==> src/rtl/load_store_unit_if.sv <==
// Core-side request/response bundle of the load/store unit.
// slave = LSU view, master = core (memory stage) view.
interface load_store_unit_if;
  logic        req_valid;
  logic        req_ready;
  logic        req_write;
  logic [2:0]  req_funct3;
  logic [31:0] req_address;
  logic [31:0] req_wdata;
  logic        resp_valid;
  logic [31:0] resp_rdata;
  logic        resp_error;

  modport slave (
    input  req_valid, req_write, req_funct3, req_address, req_wdata,
    output req_ready, resp_valid, resp_rdata, resp_error
  );

  modport master (
    output req_valid, req_write, req_funct3, req_address, req_wdata,
    input  req_ready, resp_valid, resp_rdata, resp_error
  );
endinterface

==> src/rtl/load_store_unit.sv <==
// Byte/half/word load-store front end for a word-addressed RAM (read-modify-write
// for sub-word stores). Define MISALIGN_TRAP_EN to reject misaligned accesses.
module load_store_unit #(
  parameter int unsigned ADDRESS_LIMIT = 1024
) (
  input  logic               i_clock,
  input  logic               i_reset,
  load_store_unit_if.slave   bus,
  output logic [31:0]        o_mem_address,
  output logic [31:0]        o_mem_input_data,
  output logic               o_mem_should_write,
  input  logic [31:0]        i_mem_output_data
);

  typedef enum logic [1:0] {S_IDLE, S_ACCESS, S_WRITE, S_RESP} state_t;

  state_t      r_state;
  logic        r_ready;
  logic        r_resp_valid;
  logic        r_resp_error;
  logic [31:0] r_resp_rdata;
  logic        r_we;
  logic [31:0] r_mem_addr;
  logic [31:0] r_mem_wdata;
  logic        r_write;
  logic [2:0]  r_f3;
  logic [1:0]  r_lane;
  logic [15:0] r_wdata;

  logic        w_bad;
  logic        w_misalign;
  logic [31:0] w_merged;
  logic [31:0] w_load;
  logic [7:0]  w_byte;
  logic [15:0] w_half;

  always_comb begin
    w_misalign = 1'b0;
`ifdef MISALIGN_TRAP_EN
    w_misalign = (bus.req_funct3[1:0] == 2'b01 && bus.req_address[0]) ||
                 (bus.req_funct3[1:0] == 2'b10 && bus.req_address[1:0] != 2'b00);
`endif
    w_bad = (bus.req_funct3 == 3'b011) || (bus.req_funct3 == 3'b110) ||
            (bus.req_funct3 == 3'b111) ||
            (bus.req_funct3[2] && bus.req_write) ||
            (bus.req_address >= ADDRESS_LIMIT) || w_misalign;
  end

  // Lane select ignores address bits below the access size (half uses addr[1]).
  always_comb begin
    w_byte   = i_mem_output_data[{r_lane, 3'b000} +: 8];
    w_half   = i_mem_output_data[{r_lane[1], 4'b0000} +: 16];
    w_merged = i_mem_output_data;
    if (r_f3[1:0] == 2'b00) w_merged[{r_lane, 3'b000} +: 8] = r_wdata[7:0];
    else                    w_merged[{r_lane[1], 4'b0000} +: 16] = r_wdata;
    case (r_f3)
      3'b000:  w_load = {{24{w_byte[7]}}, w_byte};
      3'b100:  w_load = {24'd0, w_byte};
      3'b001:  w_load = {{16{w_half[15]}}, w_half};
      3'b101:  w_load = {16'd0, w_half};
      default: w_load = i_mem_output_data;
    endcase
  end

  always_ff @(posedge i_clock) begin
    if (i_reset) begin
      r_state      <= S_IDLE;
      r_ready      <= 1'b0;
      r_resp_valid <= 1'b0;
      r_resp_error <= 1'b0;
      r_resp_rdata <= '0;
      r_we         <= 1'b0;
      r_mem_addr   <= '0;
      r_mem_wdata  <= '0;
      r_write      <= 1'b0;
      r_f3         <= '0;
      r_lane       <= '0;
      r_wdata      <= '0;
    end else begin
      r_resp_valid <= 1'b0;
      r_we         <= 1'b0;
      case (r_state)
        S_IDLE: begin
          r_ready      <= 1'b1;
          r_resp_error <= 1'b0;
          r_resp_rdata <= '0;
          if (bus.req_valid && r_ready) begin
            r_ready    <= 1'b0;
            r_write    <= bus.req_write;
            r_f3       <= bus.req_funct3;
            r_lane     <= bus.req_address[1:0];
            r_wdata    <= bus.req_wdata[15:0];
            r_mem_addr <= {bus.req_address[31:2], 2'b00};
            if (w_bad) begin
              r_state      <= S_RESP;
              r_resp_valid <= 1'b1;
              r_resp_error <= 1'b1;
            end else begin
              r_state <= S_ACCESS;
              // Word store writes during ACCESS; no read needed.
              if (bus.req_write && bus.req_funct3[1:0] == 2'b10) begin
                r_we        <= 1'b1;
                r_mem_wdata <= bus.req_wdata;
              end
            end
          end
        end
        S_ACCESS: begin
          if (!r_write) begin
            r_state      <= S_RESP;
            r_resp_valid <= 1'b1;
            r_resp_rdata <= w_load;
          end else if (r_f3[1:0] == 2'b10) begin
            r_state      <= S_RESP;
            r_resp_valid <= 1'b1;
          end else begin
            r_state     <= S_WRITE;
            r_we        <= 1'b1;
            r_mem_wdata <= w_merged;
          end
        end
        S_WRITE: begin
          r_state      <= S_RESP;
          r_resp_valid <= 1'b1;
        end
        S_RESP: begin
          r_state      <= S_IDLE;
          r_ready      <= 1'b1;
          r_resp_rdata <= '0;
          r_resp_error <= 1'b0;
        end
        default: r_state <= S_IDLE;
      endcase
    end
  end

  assign bus.req_ready      = r_ready;
  assign bus.resp_valid     = r_resp_valid;
  assign bus.resp_rdata     = r_resp_rdata;
  assign bus.resp_error     = r_resp_error;
  assign o_mem_address      = r_mem_addr;
  assign o_mem_input_data   = r_mem_wdata;
  // Reset asserted mid-store must never reach the RAM's negedge commit.
  assign o_mem_should_write = r_we && !i_reset;

endmodule
==> src/flat_wrapper.sv <==
// flat-port wrapper written by rule: the top's interface ports become plain ports
module load_store_unit_flat 
#(
  parameter int unsigned ADDRESS_LIMIT = 1024
)
  (i_clock, i_reset, o_mem_address, o_mem_input_data, o_mem_should_write, i_mem_output_data, bus_req_valid, bus_req_write, bus_req_funct3, bus_req_address, bus_req_wdata, bus_req_ready, bus_resp_valid, bus_resp_rdata, bus_resp_error);
  load_store_unit_if bus_i ();
  input  logic i_clock;
  input  logic i_reset;
  output logic [31:0] o_mem_address;
  output logic [31:0] o_mem_input_data;
  output logic o_mem_should_write;
  input  logic [31:0] i_mem_output_data;
  input wire logic [$bits(bus_i.req_valid)-1:0] bus_req_valid;
  input wire logic [$bits(bus_i.req_write)-1:0] bus_req_write;
  input wire logic [$bits(bus_i.req_funct3)-1:0] bus_req_funct3;
  input wire logic [$bits(bus_i.req_address)-1:0] bus_req_address;
  input wire logic [$bits(bus_i.req_wdata)-1:0] bus_req_wdata;
  output wire logic [$bits(bus_i.req_ready)-1:0] bus_req_ready;
  output wire logic [$bits(bus_i.resp_valid)-1:0] bus_resp_valid;
  output wire logic [$bits(bus_i.resp_rdata)-1:0] bus_resp_rdata;
  output wire logic [$bits(bus_i.resp_error)-1:0] bus_resp_error;
  assign bus_i.req_valid = bus_req_valid;
  assign bus_i.req_write = bus_req_write;
  assign bus_i.req_funct3 = bus_req_funct3;
  assign bus_i.req_address = bus_req_address;
  assign bus_i.req_wdata = bus_req_wdata;
  assign bus_req_ready = bus_i.req_ready;
  assign bus_resp_valid = bus_i.resp_valid;
  assign bus_resp_rdata = bus_i.resp_rdata;
  assign bus_resp_error = bus_i.resp_error;
  load_store_unit #(.ADDRESS_LIMIT(ADDRESS_LIMIT)) u_core (.i_clock(i_clock), .i_reset(i_reset), .bus(bus_i), .o_mem_address(o_mem_address), .o_mem_input_data(o_mem_input_data), .o_mem_should_write(o_mem_should_write), .i_mem_output_data(i_mem_output_data));
endmodule
==> config.mk <==
export PLATFORM = sky130hd
export DESIGN_NAME = load_store_unit_flat
export DESIGN_NICKNAME = d
export VERILOG_FILES = /design/src/rtl/load_store_unit_if.sv /design/src/rtl/load_store_unit.sv /design/src/flat_wrapper.sv
export SDC_FILE = /design/constraint.sdc
export NUM_CORES = 1
export LEC_CHECK = 0
export BUFFER_PORTS_ARGS = -buffer_cell sky130_fd_sc_hd__buf_2
export CAP_MARGIN = 0
export CORE_MARGIN = 5
export CORE_UTILIZATION = 52
export CTS_CLUSTER_SIZE = 30
export DETAILED_ROUTE_END_ITERATION = 10
export GPL_ROUTABILITY_DRIVEN = 0
export GPL_TIMING_DRIVEN = 0
export PLACE_DENSITY = 0.82
export SLEW_MARGIN = 30
export SYNTH_ARGS = -nofsm -noshare
export SYNTH_HDL_FRONTEND = slang
export SYNTH_SLANG_ARGS = --single-unit
==> constraint.sdc <==
create_clock -name i_clock -period 2.8 [get_ports i_clock]
set_clock_uncertainty 0.15 [all_clocks]
set_input_delay 0.28 -clock i_clock [delete_from_list [all_inputs] [get_ports i_clock]]
set_output_delay 0.28 -clock i_clock [all_outputs]
set_load 0.05 [all_outputs]
==> results of run 1 <==
-- worst paths after layout --
check                                                       startpoint                                  endpoint  slack [ns]  cells after the start
worst max-delay path                               bus_req_address[21]  u_core.o_mem_input_data[20]$_SDFFE_PP0P_        0.11                      8
worst min-delay path                                 bus_req_wdata[27]  u_core.o_mem_input_data[27]$_SDFFE_PP0P_       0.003                      3
worst max register to register           u_core.r_lane[1]$_SDFFE_PP0P_  u_core.o_mem_input_data[18]$_SDFFE_PP0P_        0.13                     10
worst min register to register  u_core.bus.resp_rdata[17]$_SDFFE_PP0P_    u_core.bus.resp_rdata[17]$_SDFFE_PP0P_        0.30                      2
-- state kept, by name, indices dropped and copies added (netlist names) --
name / cells
u_core.r_state: 2
u_core.o_mem_address: 30
u_core.r_we: 1
u_core.bus.resp_rdata: 32
u_core.r_f3: 3
u_core.r_write: 1
u_core.r_lane: 2
u_core.o_mem_input_data: 32
u_core.bus.resp_error: 1
u_core.r_wdata: 16
u_core.bus.req_ready: 1
u_core.bus.resp_valid: 1
-- area by class of cell --
type | instances | area share (%)
plain buffers | 74 | 3.97
flip-flops and latches | 122 | 28.0
inverters | 10 | 0.459
multi-input cells | 552 | 42.0
clock buffers | 24 | 5.64
clock inverters | 8 | 0.775
well taps | 147 | 2.11
repair buffers | 248 | 17.0
-- placed cells by master, fill, tap and decap left out, drive strengths merged, types with 5 or more instances in the layout --
cell type	n
nor4	5
mux2i	38
o221ai	13
a21oi	102
nor2	28
nor3	37
ha	9
inv	10
buf	221
nor2b	5
clkbuf	76
a211oi	40
o2111ai	6
dfxtp	122
and2	6
dlygate4sd3	49
nand2b	6
o21ai	25
a221oi	32
clkinv	6
nand2	141
a2111oi	32
-- power groups by stage --
stage	Sequential, mW	Clock [mW]	Combinational (mW)
5_1_grt	2.31	2.17	4.10
6_report	2.29	2.08	3.86
3_3_place_gp	2.29	0	3.55
4_1_cts	2.27	2.08	3.70
3_5_place_dp	2.30	0	3.60
2_1_floorplan	3.15	0	1.81
-- what timing repair did --
action / 4_1_cts / 5_1_grt
cloned: 0 / 0
pin swaps: 0 / 4
hold buffers: 49 / 0
hold endpoints to repair: 49 / 0
endpoints found under the setup margin: 32 / 32
resized for setup: 11 / 33
-- per-layer routing --
metal / global-route usage [%] / vias up
met4: 16.1 / 0
met3: 9.78 / 124
met2: 51.7 / 517
met1: 39.9 / 3345
met5: 0 / -
li1: - / 3359
-- tightest hold or removal path, stage by stage --
cell and delay, ns:
buf_2 0.08, a2111oi_2 0.05, nor3_1 0.11
-- kinds of logic (layout without fill, tap and decap cells) --
kind of cell             after synthesis  after routing  synth area share [%]
AND/OR/NAND/NOR                      242            242                  16.9
multiplexers                          41             41                  6.52
buffers and inverters                 85            364                  5.85
flip-flops                           122            122                  38.4
other                                  1              2                0.0590
adder cells (fa/ha/maj)                9              9                  1.77
AO/OA/AOI/OAI                        258            258                  30.5
-- metrics by stage --
stage                     cells  setup slack, ns  utilization, %  total power, mW
after global routing       1185         0.000488            72.6             8.58
after CTS                  1186          0.00898            71.9             8.05
after global placement     1105           -0.383            62.8             5.84
final                      1185            0.108            72.6             8.23
after floorplan             759            0.286               -             4.96
after detailed placement   1105           -0.390            62.8             5.90
==> flow_metrics.py, run 1 <==
metrics = {
    "logic_synthesis": {
        "synth_area_um2": 6360,
        "ys_ff_latch": 122,
        "yosys.area.top_type_share_pct": 38.4,
        "yosysMostFrequentCell": "nand2_1",
        "synthFlopType": "dfxtp_1",
        "syn_area_per_cell_um2": 8.39,
        "synth_cell_types": 45,
        "ys_async_sr_fraction_pct": 0,
        "synthCells": 758,
        "ys_seq_area_share_pct": 38.4,
        "netlist.top_cell.by_area": "dfxtp_1",
        "synthTopCellsByArea": "dfxtp_1 (38%), nand2_1 (8.3%), a21oi_1 (8.0%)",
        "ys_warn_count": 0,
        "synth_enable_flop_cells": 0,
        "synth_commonest_cells": "nand2_1 (141), dfxtp_1 (122), a21oi_1 (102)",
    },
    "drt": {
        "antenna_left": 0,
        "drt_first_pass_iters": 5,
        "met1_length_um": 9080,
        "drc_errors": 0,
        "viasPerCell": 6.20,
        "vias": 7345,
        "dr.max_layer_used": "met4",
        "totalWireLength_um": 24300,
        "met2_length_um": 10900,
        "dr_wl_met3_um": 2960,
        "wl_per_cell_um": 20.5,
        "drt_iter0_drc": 827,
    },
    "floorplan": {
        "fp.dieW_um": 121,
        "rows": 40,
        "dieArea_um2": 14500,
        "die_y_um": 121,
        "core-area_um2": 12000,
        "start_util_pct": 52.9,
        "io_pins": 203,
    },
    "timing": {
        "max_freq_mhz": 372,
        "worstMarginPinSlew_ns": 0.771,
        "finalHoldViolations": 0,
        "post-route-min-period_ns": 2.69,
        "fin_crit_sh_pct": 96.1,
        "setup_viol": 0,
        "fin_tns_setup_ns": 0,
        "finalMaxSlewViolations": 0,
        "rsz0062_at_grt": "false",
        "maxSlewHeadroom_pct": 48.6,
        "hold-worst-slack_ns": 0.00315,
    },
    "critical_path": {
        "endpoint_kind": "flop",
        "cp_cell_sequence": "dlygate4sd3_1 -> buf_2 -> nor4_1 -> nand4_1 -> o32a_4 -> buf_6 -> a2111oi_2 -> nor3_1",
        "cp_max_fo": 10,
        "critical-path-max-stage-delay_ns": 0.53,
        "slowest_stage": "dlygate4sd3_1",
        "crit_path_start_kind": "input pin",
        "cp.arrival_ns": 2.83,
        "critPathTopFamily": "buffers and inverters",
        "critical_path_class": "input pin to flop",
        "critical_path_required_ns": 2.93,
        "critical_path_buf_inv_count": 3,
    },
    "cts": {
        "cts_buffer_depth": 2,
        "cts_tree": "yes",
        "post-cts-setup-buffers": 0,
        "root_buffer": "clkbuf_16",
        "cts_num_sinks": 122,
        "clk_pin_slew_worst_paths_ns": 0.05,
        "worstSkewPairLatency_ns": 0.43,
        "cts_buffers": 17,
        "htree_num_levels": 4,
    },
    "pwr": {
        "swShare_pct": 45.9,
        "seqPwrFrac_pct": 27.8,
        "ir_worst_vdd_mv": 0.738,
        "clockPowerShare_pct": 25.3,
        "total_leakage_power_nw": 3.39,
        "p_int_mw": 4.45,
        "p_sw_mw": 3.78,
        "combPwrFrac_pct": 46.9,
        "p_per_area_nw_per_um2": 944,
    },
    "final_layout": {
        "num_antenna_cells": 0,
        "fillCellCount": 911,
        "seq_area_um2": 2440,
        "syn_to_final_growth_pct": 37.2,
        "drive_gt1_share_pct": 30.3,
        "layout.nets": 1137,
        "finalInstanceArea_um2": 8720,
        "multiInputGateArea_um2": 3660,
    },
    "grt": {
        "antenna_found_initial": 0,
        "grtUsageTotal_pct": 32.4,
        "grt_pass1_wl_um": 37300,
        "grt_max_degree": 17,
        "grt_pass1_vias": 7011,
        "grt_overflow": 0,
    },
    "place": {
        "post_dp_cell_area_um2": 7540,
        "hpwl_um": 16700,
        "port_buffers": 199,
    },
    "hold_path": {
        "hold_path.class": "input pin to flop",
    },
    "run": {
        "cap_violations": 0,
    },
    "run_status": {
        "outcome": "completed",
    },
}
Note: power is estimated with default switching activity, not from simulation.
==> run 2: changes to the inputs <==
--- a/config.mk
+++ b/config.mk
@@ -7,6 +7,7 @@
 export LEC_CHECK = 0
 export BUFFER_PORTS_ARGS = -buffer_cell sky130_fd_sc_hd__buf_2
 export CAP_MARGIN = 0
+export CORE_ASPECT_RATIO = 0.75
 export CORE_MARGIN = 5
 export CORE_UTILIZATION = 52
 export CTS_CLUSTER_SIZE = 30
==> flow_metrics.py, run 2 (same netlist as run 1, synthesis figures left out) <==
metrics = {
    "drt": {
        "drc_errors": 0,
        "drt_first_pass_iters": 7,
        "viasPerCell": 6.27,
        "vias": 7553,
        "antenna_left": 0,
        "drt_iter0_drc": 896,
        "wl_per_cell_um": 21.0,
        "totalWireLength_um": 25300,
    },
    "critical_path": {
        "slowest_stage": "clkbuf_1",
        "path_common_cell": "clkbuf_1",
        "critical_path_required_ns": 2.93,
        "crit_path_start_kind": "flop",
        "endpoint_kind": "flop",
        "critPathTopFamily": "buffers and inverters",
        "critical-path-max-stage-delay_ns": 0.59,
        "critical_path_class": "flop to flop",
        "cp_cell_sequence": "or2_1 -> clkbuf_1 -> clkbuf_1 -> a211oi_1 -> a2111oi_2 -> nor3_1",
        "critical_path_buf_inv_count": 2,
        "cp.arrival_ns": 2.81,
        "cp_max_fo": 10,
    },
    "pwr": {
        "total_leakage_power_nw": 3.40,
        "p_int_mw": 4.65,
        "ir_worst_vdd_mv": 0.529,
        "swShare_pct": 45.8,
        "p_per_area_nw_per_um2": 968,
        "p_total_mw": 8.58,
        "p_sw_mw": 3.93,
        "seqPwrFrac_pct": 26.8,
        "combPwrFrac_pct": 45.9,
        "clockPowerShare_pct": 27.3,
    },
    "timing": {
        "post-route-min-period_ns": 2.68,
        "hold-worst-slack_ns": 0.0197,
        "rsz0062_at_grt": "false",
        "fin_crit_sh_pct": 95.6,
        "finalMaxSlewViolations": 0,
        "finalHoldViolations": 0,
        "worstMarginPinSlew_ns": 0.702,
        "maxSlewHeadroom_pct": 51.9,
        "max_freq_mhz": 374,
        "setup_viol": 0,
    },
    "grt": {
        "grt_max_degree": 17,
        "grt_pass1_vias": 7272,
        "antenna_found_initial": 1,
        "grtUsageTotal_pct": 34.0,
        "grt_pass1_wl_um": 38500,
        "grt_overflow": 0,
    },
    "cts": {
        "cts_buffers": 17,
        "cts_buffer_depth": 2,
        "cts_tree": "yes",
        "clk_pin_slew_worst_paths_ns": 0.06,
        "root_buffer": "clkbuf_16",
        "cts_num_sinks": 122,
        "htree_num_levels": 4,
        "worstSkewPairLatency_ns": 0.42,
    },
    "floorplan": {
        "fp.dieW_um": 138,
        "io_pins": 203,
        "start_util_pct": 52.4,
        "die_y_um": 106,
        "core-area_um2": 12100,
        "rows": 35,
        "dieArea_um2": 14600,
    },
    "run": {
        "cap_violations": 0,
    },
    "final_layout": {
        "syn_to_final_growth_pct": 39.4,
        "fillCellCount": 867,
        "finalInstanceArea_um2": 8860,
        "final-instance-count-excl-fill": 1204,
        "drive_gt1_share_pct": 30.9,
        "layout_commonest_cell": "buf_2",
        "layout.nets": 1136,
        "final_cell_mix": "buf_2 (210), nand2_1 (141), dfxtp_1 (122), a21oi_1 (101), dlygate4sd3_1 (49)",
    },
    "run_status": {
        "outcome": "completed",
    },
    "place": {
        "post_dp_cell_area_um2": 7560,
        "port_buffers": 199,
        "dp_cells": 1124,
        "hpwl_um": 17000,
    },
    "hold_path": {
        "hold_path.class": "input pin to flop",
    },
}
==> run 2: power groups by stage <==
stage               combinational [mW]  clock [mW]  sequential, mW
floorplan                         1.81           0            3.15
CTS                               3.72        2.34            2.27
finish                            3.94        2.34            2.29
global placement                  3.54           0            2.30
detailed placement                3.59           0            2.30
global route                      4.17        2.43            2.32
==> run 2: area by class of cell <==
cell class	instances	area (µm²)	area share [%]
clock buffer	18	429	4.84
clock inverter	14	195	2.20
sequential	122	2440	27.6
antenna	1	2.50	0.0282
tap	166	208	2.34
inverter	10	40.0	0.452
buffer	73	340	3.84
timing repair buffer	248	1490	16.8
multi-input combinational	552	3710	41.9
==> run 2: path summary, 6_finish.rpt <==
kind	startpoint	endpoint	slack [ns]	cells past startpoint
setup / recovery	u_core.r_f3[0]$_SDFFE_PP0P_	u_core.o_mem_input_data[1]$_SDFFE_PP0P_	0.12	6
hold / removal	bus_req_wdata[24]	u_core.o_mem_input_data[24]$_SDFFE_PP0P_	0.02	3
setup reg to reg	u_core.r_f3[0]$_SDFFE_PP0P_	u_core.o_mem_input_data[1]$_SDFFE_PP0P_	0.12	6
hold reg to reg	u_core.o_mem_address[3]$_SDFFE_PP0P_	u_core.o_mem_address[3]$_SDFFE_PP0P_	0.30	2
==> run 2: stage by stage <==
step | TNS, ns | setup WS (ns) | utilization [%]
final | 0 | 0.123 | 73.0
after CTS | 0 | 0.00448 | 72.1
after global routing | 0 | 0.0419 | 73.0
after floorplan | 0 | 0.286 | -
after global placement | -4.23 | -0.330 | 62.4
after detailed placement | -5.42 | -0.395 | 62.4
==> run 2: worst register-to-register path, delay by kind of cell, from the launching register on <==
kind | cells | cell delay [ns]
AO/OA/AOI/OAI | 2 | 0.62
buffers and inverters | 2 | 1.01
flip-flops | 1 | 0.48
AND/OR/NAND/NOR | 2 | 0.28
==> run 2: timing repair <==
| action | CTS | global route |
|---|---|---|
| resized for setup | 15 | 34 |
| hold endpoints to repair | 49 | 0 |
| hold buffers | 49 | 0 |
| buffers inserted | 0 | 0 |
| pin swaps | 1 | 1 |
| endpoints found under the setup margin | 32 | 32 |
==> run 2: metal layers <==
layer,GRT usage [%],up-vias,wire (µm),part of all wire [%]
met5,0,-,13,0.051
met4,13.9,2,1140,4.5
met3,12.8,130,3370,13
met2,49.5,550,10900,43
met1,45.0,3501,9850,39
li1,-,3370,-,-
